$ cat src/rtl/servant_uart_mon_if.sv
// Serial line and receive-side outputs of the servant UART monitor.
// master: the side that drives the line and consumes the decoded bytes.
// slave:  the monitor itself.
interface servant_uart_mon_if;
  logic        q;
  logic [7:0]  rx_data;
  logic        rx_vld;
  logic        rx_ferr;
  logic        rx_busy;
  logic [31:0] rx_cnt;

  modport master (output q, input rx_data, rx_vld, rx_ferr, rx_busy, rx_cnt);
  modport slave  (input q, output rx_data, rx_vld, rx_ferr, rx_busy, rx_cnt);
endinterface

$ cat src/rtl/servant_uart_mon.sv
// 8N1 receiver for the servant q output. Every decision is taken on the
// registered copy q_r. A byte is reported with a one-cycle rx_vld strobe;
// a low stop bit gives a one-cycle rx_ferr strobe and parks the receiver
// until the line returns high.
module servant_uart_mon #(
  parameter int clks_per_bit = 278,
  parameter int sim          = 0
) (
  input logic               wb_clk,
  input logic               wb_rst,
  servant_uart_mon_if.slave bus
);
  localparam int CW   = $clog2(clks_per_bit);
  localparam int half = clks_per_bit / 2;
  localparam logic [CW-1:0] START_END = CW'(half - 1);
  localparam logic [CW-1:0] BIT_END   = CW'(clks_per_bit - 1);

  typedef enum logic [2:0] {IDLE, START, DATA, STOP, BRK} state_t;

  state_t        state, state_d;
  logic          q_r;
  logic          armed;
  logic [CW-1:0] ctr;
  logic [3:0]    bitn;
  logic [7:0]    shreg;
  logic [7:0]    rx_data;
  logic          rx_vld;
  logic          rx_ferr;
  logic [31:0]   rx_cnt;

  logic start_end, bit_end;
  assign start_end = (ctr == START_END);
  assign bit_end   = (ctr == BIT_END);

  // State register.
  always_ff @(posedge wb_clk) begin
    if (wb_rst) state <= IDLE;
    else        state <= state_d;
  end

  // Next-state decode: start qualification, 8 data bits, stop check, break hold.
  always_comb begin
    state_d = state;
    case (state)
      IDLE:    if (armed && !q_r) state_d = START;
      START:   if (start_end) state_d = q_r ? IDLE : DATA;
      DATA:    if (bit_end && bitn == 4'd7) state_d = STOP;
      STOP:    if (bit_end) state_d = q_r ? IDLE : BRK;
      BRK:     if (q_r) state_d = IDLE;
      default: state_d = IDLE;
    endcase
  end

  // Datapath: line register, bit timing, shift register, strobes and byte count.
  always_ff @(posedge wb_clk) begin
    if (wb_rst) begin
      q_r     <= 1'b1;
      armed   <= 1'b0;
      ctr     <= '0;
      bitn    <= '0;
      shreg   <= '0;
      rx_data <= '0;
      rx_vld  <= 1'b0;
      rx_ferr <= 1'b0;
      rx_cnt  <= '0;
    end else begin
      q_r     <= bus.q;
      rx_vld  <= 1'b0;
      rx_ferr <= 1'b0;
      case (state)
        IDLE: begin
          ctr <= '0;
          if (q_r) armed <= 1'b1;
        end
        START: begin
          if (start_end) begin
            ctr  <= '0;
            bitn <= '0;
          end else begin
            ctr <= ctr + 1'b1;
          end
        end
        DATA: begin
          if (bit_end) begin
            // LSB arrives first, so shift in from the top.
            shreg <= {q_r, shreg[7:1]};
            ctr   <= '0;
            bitn  <= bitn + 4'd1;
          end else begin
            ctr <= ctr + 1'b1;
          end
        end
        STOP: begin
          if (bit_end) begin
            ctr <= '0;
            if (q_r) begin
              rx_data <= shreg;
              rx_vld  <= 1'b1;
              rx_cnt  <= rx_cnt + 32'd1;
            end else begin
              rx_ferr <= 1'b1;
            end
          end else begin
            ctr <= ctr + 1'b1;
          end
        end
        BRK: begin
          // Disarmed while the line is held low; re-armed by the high that exits.
          armed <= q_r;
        end
        default: ctr <= '0;
      endcase
    end
  end

  assign bus.rx_data = rx_data;
  assign bus.rx_vld  = rx_vld;
  assign bus.rx_ferr = rx_ferr;
  assign bus.rx_cnt  = rx_cnt;
  assign bus.rx_busy = (state == START) || (state == DATA) || (state == STOP);

  // Console echo of decoded bytes in simulation builds.
  generate
    if (sim != 0) begin : g_sim
      always @(posedge wb_clk) if (rx_vld) $write("%c", rx_data);
    end
  endgenerate
endmodule

$ cat src/flat_wrapper.sv
// flat-port wrapper written by rule: the top's interface ports become plain ports
module servant_uart_mon_flat 
#(
  parameter int clks_per_bit = 278,
  parameter int sim          = 0
)
  (wb_clk, wb_rst, bus_q, bus_rx_data, bus_rx_vld, bus_rx_ferr, bus_rx_busy, bus_rx_cnt);
  servant_uart_mon_if bus_i ();
  input logic wb_clk;
  input logic wb_rst;
  input wire logic [$bits(bus_i.q)-1:0] bus_q;
  output wire logic [$bits(bus_i.rx_data)-1:0] bus_rx_data;
  output wire logic [$bits(bus_i.rx_vld)-1:0] bus_rx_vld;
  output wire logic [$bits(bus_i.rx_ferr)-1:0] bus_rx_ferr;
  output wire logic [$bits(bus_i.rx_busy)-1:0] bus_rx_busy;
  output wire logic [$bits(bus_i.rx_cnt)-1:0] bus_rx_cnt;
  assign bus_i.q = bus_q;
  assign bus_rx_data = bus_i.rx_data;
  assign bus_rx_vld = bus_i.rx_vld;
  assign bus_rx_ferr = bus_i.rx_ferr;
  assign bus_rx_busy = bus_i.rx_busy;
  assign bus_rx_cnt = bus_i.rx_cnt;
  servant_uart_mon #(.clks_per_bit(clks_per_bit), .sim(sim)) u_core (.wb_clk(wb_clk), .wb_rst(wb_rst), .bus(bus_i));
endmodule
$ cat config.mk
export PLATFORM = sky130hd
export DESIGN_NAME = servant_uart_mon_flat
export DESIGN_NICKNAME = d
export VERILOG_FILES = /design/src/rtl/servant_uart_mon_if.sv /design/src/rtl/servant_uart_mon.sv /design/src/flat_wrapper.sv
export SDC_FILE = /design/constraint.sdc
export NUM_CORES = 1
export LEC_CHECK = 0
export ABC_AREA = 1
export BUFFER_PORTS_ARGS = -buffer_cell sky130_fd_sc_hd__buf_2
export CORE_ASPECT_RATIO = 1.75
export CORE_MARGIN = 3
export CORE_UTILIZATION = 60
export CTS_CLUSTER_DIAMETER = 30
export CTS_CLUSTER_SIZE = 40
export DETAILED_ROUTE_END_ITERATION = 10
export PLACE_DENSITY_LB_ADDON = 0.12
export SLEW_MARGIN = 30
export SYNTH_ARGS = -nofsm -noshare
export SYNTH_HDL_FRONTEND = slang
export SYNTH_SLANG_ARGS = --single-unit
$ cat constraint.sdc
create_clock -name wb_clk -period 2.9 [get_ports wb_clk]
set_input_delay 0.58 -clock wb_clk [delete_from_list [all_inputs] [get_ports wb_clk]]
set_output_delay 0.58 -clock wb_clk [all_outputs]
set_load 0.005 [all_outputs]
==> qor.yml, run 1 <==
status: "finished, final reports clean"
drc_errors: 0
max_slew.worst_pin.slew_ns: 0.5312
wl_met1_mm: 3.483
io_pins: 46
clockBufferDepth: 2
synth_ff_type: "dfxtp_1"
hp-start: "bus_q"
critPathCaptureType: "flop"
final.period_utilization_pct: 67.66
place_area_sq_mm: 0.003934
synth_sequential_area_ratio_pct: 36.92
rows: 37
timing.hold.ws_ns: 0.4144
skew_ns: 0.01065
numPortBuffers: 45
post_drt_wl_per_cell_microns: 13.09
peakVddDrop_v: 0.0003583
track_usage_pct: 26.65
dieArea_sq_mm: 0.007159
die_y_microns: 109.7
start_kind: "flop"
reg2reg_depth: 11
r2r-end: "u_core.bus.rx_cnt[18]"
antennaDiodeCount: 0
worstReg2RegStart: "u_core.ctr[0]"
routed_via_density: 5.344
clock_tree.root_cell: "clkbuf_8"
rsz0062_at_grt: "false"
yosys.area.top_type: "dfxtp_1"
gp_congestion: 0.8968
numCtsBuffers: 9
synth.distinct_cells: 36
ys_top_cells_by_area: "dfxtp_1 (37%), nand2_1 (14%), nor2_1 (7.2%)"
top_layer: "met4"
setup-tns-final_ns: 0
place_hpwl_mm: 6.540
grt_pass1_wl_mm: 14.83
synth-edff-count: 0
dr_wl_met2_mm: 4.603
slew_headroom_pct: 64.50
drive_gt1_share_pct: 16.92
hold_viol: 0
synth_cells: 548
syn-cell-area_sq_mm: 0.003687
first_global_vias: 3448
syn-num-nets: 556
cp_max_fo: 23
power_density_mw_per_mm2: 488.7
async_flop_share_pct: 0
grt-ovfl-total: 0
cts_max_level: 3
drtPass1Iterations: 4
antenna_found_initial: 0
holdPathEnd: "u_core.q_r"
maxSlewViolCount: 0
p_leak_nw: 1.723
hold_class: "input port to flop"
core_area_sq_mm: 0.005926
finalSetupViolations: 0
cts.repair.resized: 0
wl_met3_microns: 313
yosys_warnings: 0
rrSetupSlack_ns: 0.94
yosysTopAreaCellShare_pct: 36.92
fin_area_sq_mm: 0.004161
grt_max_degree: 33
ys_ff_latch: 68
avgSynthCellArea_sq_um: 6.729
crit_arrival_ns: 2.26
cap_violations: 0
period_minus_slack_ns: 1.962
drt_wl_total_mm: 8.836
fin_nets: 600
ant_nets: 0
post_cts_buffers: 0
clkTransAtPathRegs_ns: 0.08
clock_sinks: 68
fmax_mhz: 509.6
cts_hold_buf: 0
worstSetupPathType: "flop to flop"
hold_depth: 2
vias: 3607
fp.dieW_microns: 65.26
drt_iter0_markers: 244
cp.required_ns: 3.19
area_growth_pct: 12.86
start_util_pct: 62.23
clk_latency_ns: 0.36
cts_tree: "built"
[kinds of logic after synthesis]
logic type	after synthesis	synth area share (%)
AO/OA/AOI/OAI	84	12.22
XOR/XNOR	6	1.425
adder cells (fa/ha/maj)	5	1.697
buffers and inverters	83	9.501
flip-flops	68	36.92
AND/OR/NAND/NOR	302	38.24
[cells in the mapped netlist (4+ instances only)]
cell	number
dfxtp_1	68
clkbuf_1	7
o21ai_0	28
nand3_1	27
inv_1	64
inv_2	5
nor3_1	7
nor2_1	71
ha_1	5
nor2_2	4
nand4_1	18
nand2_2	10
nand2_4	4
nor2_4	11
a21oi_1	48
nand2_1	141
xor2_1	4
buf_6	4
[cell usage in the layout, fill, tap and decap left out, drive strengths merged]
cell type and instances:
nor3 7, nand2 155, o21bai 3, inv 69, clkinv 1, nor2 86, or2 2, a31oi 2
nor3b 2, nand4 19, o21a 2, clkbuf 13, bufinv 2, ha 5, o21ai 29, dfxtp 68
and3 1, buf 47, xor2 4, nor4 1, nand3b 1, a21oi 48, xnor2 2, nand3 28
[stage by stage]
stage | util [%] | instances | setup WS, ns | power, mW
finish | 70.23 | 675 | 0.9379 | 2.034
global route | 70.23 | 675 | 0.7246 | 2.105
CTS | 70.23 | 675 | 0.9376 | 2.043
detailed placement | 66.39 | 659 | 0.9710 | 1.154
global placement | 66.39 | 659 | 1.019 | 1.151
floorplan | - | 548 | 1.445 | 1.113
[per-layer routing]
layer / track usage, % / vias to the layer above
li1: - / 1837
met3: 5.930 / 34
met1: 27.34 / 1650
met4: 17.66 / 0
met2: 47.43 / 86
met5: 0 / -
[where the power goes]
group          switching (mW)  leakage (nW)  internal [mW]
Combinational           0.113          1.06         0.0556
Clock                   0.366         0.114          0.534
Sequential             0.0190         0.548          0.947
[worst max-delay path: stages, from the launching register on]
cell,delay (ns)
dfxtp_1,0.42
ha_1,0.17
nand2_1,0.08
nor2_2,0.17
nand2_2,0.10
nor2_4,0.40
nand2_2,0.18
nor2_4,0.14
nand2_1,0.06
nand2_1,0.06
inv_1,0.04
nor2_2,0.06
[sequential cells by signal, summed over array words and instances (netlist names)]
register / count
u_core.bus.rx_ferr: 1
u_core.shreg: 8
u_core.bus.rx_cnt: 32
u_core.armed: 1
u_core.bus.rx_vld: 1
u_core.ctr: 9
u_core.bitn: 4
u_core.state: 3
u_core.q_r: 1
u_core.bus.rx_data: 8
[worst max path at each step]
stage	from	endpoint	slack (ns)	cells after the start
floorplan	u_core.bus.rx_cnt[1]	u_core.bus.rx_cnt[18]	1.44	10
global placement	u_core.bus.rx_cnt[1]	u_core.bus.rx_cnt[22]	1.02	8
detailed placement	u_core.ctr[0]	u_core.bus.rx_cnt[18]	0.97	11
CTS	u_core.ctr[0]	u_core.bus.rx_cnt[18]	0.94	11
global route	u_core.ctr[0]	u_core.bus.rx_cnt[18]	0.72	11
finish	u_core.ctr[0]	u_core.bus.rx_cnt[18]	0.94	11
[cell type report]
type                            count  area [sq um]
Multi-Input combinational cell    397          1976
Fill cell                         565          1764
Sequential cell                    68          1361
Inverter                           69         259.0
Timing Repair Buffer               47         240.2
Clock buffer                       13         158.9
Tap cell                           78         97.59
Clock inverter                      3         68.82
Power figures use the tool's default switching activity.
==> run 2: changes to the inputs <==
- ABC_AREA: 1 -> 0
- CORE_UTILIZATION: 60 -> 52
- clock period: 2.9 -> 1.7 ns (I/O delays scaled with it)
==> run 2 against run 1 <==
The run now ends with setup timing left. Synthesized cell count shrank 29%. Sequential power grew 79%. Die area is 7.1% higher. Non-clock buffer count grew 69. Final area is 14% higher. Clock-buffer cell count is 3 lower. Maximum frequency rose by 13%. Largest cell class unchanged.
==> qor.yml, run 2 <==
status: "finished with violations"  # was finished, final reports clean
violations: "setup timing"
worstReg2RegStart: "u_core.ctr[1]"  # was u_core.ctr[0]
vias: 3304  # was 3,607
reg2reg_depth: 9  # was 11
ys_top_cells_by_area: "dfxtp_1 (40%), nor2_1 (4.5%), a21oi_1 (4.4%)"  # was dfxtp_1 (37%), nand2_1 (14%), nor2_1 (7.2%)
cp_max_fo: 9  # was 23
dieArea_sq_mm: 0.007665  # was 0.007159 sq mm
rsz0062_at_grt: "true"  # was false
cts_hold_buf: 0  # unchanged
clockBufferDepth: 2  # unchanged
synth-edff-count: 0  # unchanged
synthTopCellsByCount: "dfxtp_1 (68), nor2_1 (41), nand2_1 (35)"  # was nand2_1 (141), nor2_1 (71), dfxtp_1 (68)
synth_top_family_by_area: "simple AND/OR/NAND/NOR gates"  # unchanged
sequential_cell_area_sq_mm: 0.001384  # was 0.001361 sq mm
rrSetupSlack_ns: -0.04  # was 0.94 ns
drive_gt1_share_pct: 41.12  # was 16.92%
finalSetupViolations: 12  # was 0
numCtsBuffers: 9  # unchanged
first_global_vias: 3224  # was 3,448
area_growth_pct: 38.27  # was 12.86%
yosys_warnings: 0  # unchanged
gp_congestion: 0.8203  # was 0.8968
largestRegisters: "u_core.bus.rx_cnt (32), u_core.ctr (9)"  # unchanged
io_pins: 46  # unchanged
drc_errors: 0  # unchanged
drtPass1Iterations: 4  # unchanged
cts_tree: "built"  # unchanged
post_drt_wl_per_cell_microns: 15.46  # was 13.09 microns
largest_register_ff_count: 32  # unchanged
synth_compound_area_share_pct: 12.40  # was 12.22%
hold_viol: 0  # unchanged
antennaDiodeCount: 0  # unchanged
fin_nets: 504  # was 600
core_area_sq_mm: 0.006324  # was 0.005926 sq mm
slew_headroom_pct: 64.25  # was 64.50%
yosys.area.top_type: "dfxtp_1"  # unchanged
place_hpwl_mm: 6.333  # was 6.540 mm
synthAdderAreaFrac_pct: 1.819  # was 1.697%
clkTransAtPathRegs_ns: 0.07  # was 0.08 ns
max_slew.worst_pin.slew_ns: 0.5228  # was 0.5312 ns
p_leak_nw: 2.006  # was 1.723 nW
routed_via_density: 5.687  # was 5.344
regMostFlops: "u_core.bus.rx_cnt"  # unchanged
fmax_mhz: 575.4  # was 509.6 MHz
cts_max_level: 3  # unchanged
clock_sinks: 68  # unchanged
synth_most_common_cell: "dfxtp_1"  # was nand2_1
place_area_sq_mm: 0.004172  # was 0.003934 sq mm
final_common_cell: "buf_4"  # was nand2_1
worstSetupStartpoint: "u_core.ctr[1]"  # was u_core.ctr[0]
start_kind: "flop"  # unchanged
period_minus_slack_ns: 1.738  # was 1.962 ns
fin_area_sq_mm: 0.004756  # was 0.004161 sq mm
synth_cells: 390  # was 548
hold_class: "input port to flop"  # unchanged
drt_iter0_markers: 160  # was 244
syn-num-nets: 398  # was 556
grt-ovfl-total: 0  # unchanged
yosysTopAreaCellShare_pct: 39.58  # was 36.92%
clk_latency_ns: 0.35  # was 0.36 ns
numPortBuffers: 45  # unchanged
fillers: 476  # was 565
track_usage_pct: 23.50  # was 26.65%
final_cell_mix: "buf_4 (58), dfxtp_1 (54), buf_2 (45)"  # was nand2_1 (141), nor2_1 (71), dfxtp_1 (68)
multiInputGateArea_sq_mm: 0.002176  # was 0.001976 sq mm
crit_path_end: "u_core.bus.rx_cnt[31]"  # was u_core.bus.rx_cnt[18]
start_util_pct: 54.39  # was 62.23%
synthMuxAreaShare_pct: 8.621  # was 0%
maxSlewViolCount: 0  # unchanged
fp.dieW_microns: 67.48  # was 65.26 microns
antenna_found_initial: 0  # unchanged
power_density_mw_per_mm2: 850.1  # was 488.7 mW/mm^2
die_y_microns: 113.6  # was 109.7 microns
synth.distinct_cells: 66  # was 36
ys_ff_latch: 68  # unchanged
p_total_mw: 4.043  # was 2.034 mW
cp.required_ns: 1.94  # was 3.19 ns
fin_ws_ns: -0.03803  # was 0.9379 ns
grt_pass1_wl_mm: 13.99  # was 14.83 mm
critPathCaptureType: "flop"  # unchanged
syn-cell-area_sq_mm: 0.003440  # was 0.003687 sq mm
drt_wl_total_mm: 8.985  # was 8.836 mm
grt_max_degree: 38  # was 33
rows: 38  # was 37
post_synth_and_or_nand_nor_area_fraction_pct: 32.48  # was 38.24%
r2r-end: "u_core.bus.rx_cnt[31]"  # was u_core.bus.rx_cnt[18]
async_flop_share_pct: 0  # unchanged
avgSynthCellArea_sq_um: 8.819  # was 6.729 sq um
crit_arrival_ns: 1.97  # was 2.26 ns
final.period_utilization_pct: 102.2  # was 67.66%
clock_tree.root_cell: "clkbuf_8"  # unchanged
synthXorXnorAreaFrac_pct: 1.273  # was 1.425%
cap_violations: 0  # unchanged
peakVddDrop_v: 0.0007239  # was 0.0003583 V
worstSetupPathType: "flop to flop"  # unchanged
synth_sequential_area_ratio_pct: 39.58  # was 36.92%
ant_nets: 0  # unchanged
skew_ns: 0.009645  # was 0.01065 ns
synth_ff_type: "dfxtp_1"  # unchanged
run 2: cell count changes in the layout (fill, tap and decap cells not counted), moves of 14 or more:
cell / change
inv_1: -61
o21ai_0: -22
a21oi_1: -22
buf_4: +56
nor2_1: -31
nand2_1: -106
dfxtp_1: -14
nor2b_1: +17
run 2: cell type report:
cell class,count,share of cell area (%)
inverter,4,0.3157
multi-input combinational,297,45.75
timing repair buffer,116,18.00
sequential,68,29.10
clock inverter,6,1.842
tap,80,2.105
clock buffer,10,2.894
run 2: metrics by stage:
| stage | util [%] | hold WS, ns | TNS (ns) | setup slack [ns] | instances |
|---|---|---|---|---|---|
| finish | 75.21 | 0.1854 | -0.2389 | -0.03803 | 581 |
| floorplan | - | 0.4357 | -0.01852 | -0.006448 | 390 |
| global route | 75.21 | 0.1819 | -1.416 | -0.1309 | 581 |
| global placement | 65.97 | 0.4498 | -0.7689 | -0.1750 | 556 |
| detailed placement | 65.97 | 0.4612 | -2.151 | -0.2551 | 556 |
| CTS | 71.39 | 0.1686 | -0.06946 | -0.04147 | 574 |
run 2: critical path, stage by stage, from the launching register on:
cell and delay (ns):
dfxtp_2 0.33, inv_2 0.06, ha_4 0.12, buf_6 0.09, nand4bb_4 0.14, nor4_4 0.18
buf_4 0.17, buf_12 0.11, nand4_1 0.13, mux2_2 0.30
run 2: layer usage:
| layer | up-vias | part of all wire, % | global-route usage, % |
|---|---|---|---|
| met2 | 62 | 56 | 42.68 |
| met1 | 1586 | 39 | 24.44 |
| li1 | 1638 | - | - |
| met3 | 18 | 3.1 | 4.433 |
| met4 | 0 | 2.6 | 12.06 |
| met5 | - | 0 | 0 |
run 2: worst min path at each step:
stage | cells after the start | to | start | slack (ns)
floorplan | 2 | u_core.shreg[0] | u_core.shreg[0] | 0.44
global placement | 2 | u_core.shreg[0] | u_core.shreg[0] | 0.45
detailed placement | 2 | u_core.shreg[0] | u_core.shreg[0] | 0.46
CTS | 2 | u_core.q_r | bus_q | 0.17
global route | 2 | u_core.q_r | bus_q | 0.18
finish | 2 | u_core.q_r | bus_q | 0.19
run 2: report_power, final:
group	switching [mW]	total (mW)	internal, mW
clock network	0.624	1.49	0.862
logic	0.426	0.827	0.401
registers	0.0690	1.73	1.66
total	1.12	4.04	2.92
run 2: cells by family (layout without fill, tap and decap cells):
group           Yosys count  in the layout
simple gates            193            193
flops                    68             68
compound gates           67             67
mux                      27             27
buf+inv                  25            136
fa+ha+maj                 5              5
xor+xnor                  5              5
run 2: what timing repair did:
| item | in CTS | in global routing |
|---|---|---|
| cloned | 0 | 1 |
| pin swaps | 7 | 19 |
| resized for setup | 21 | 42 |
| setup endpoints to repair | 21 | 29 |
| buffers inserted | 2 | 7 |
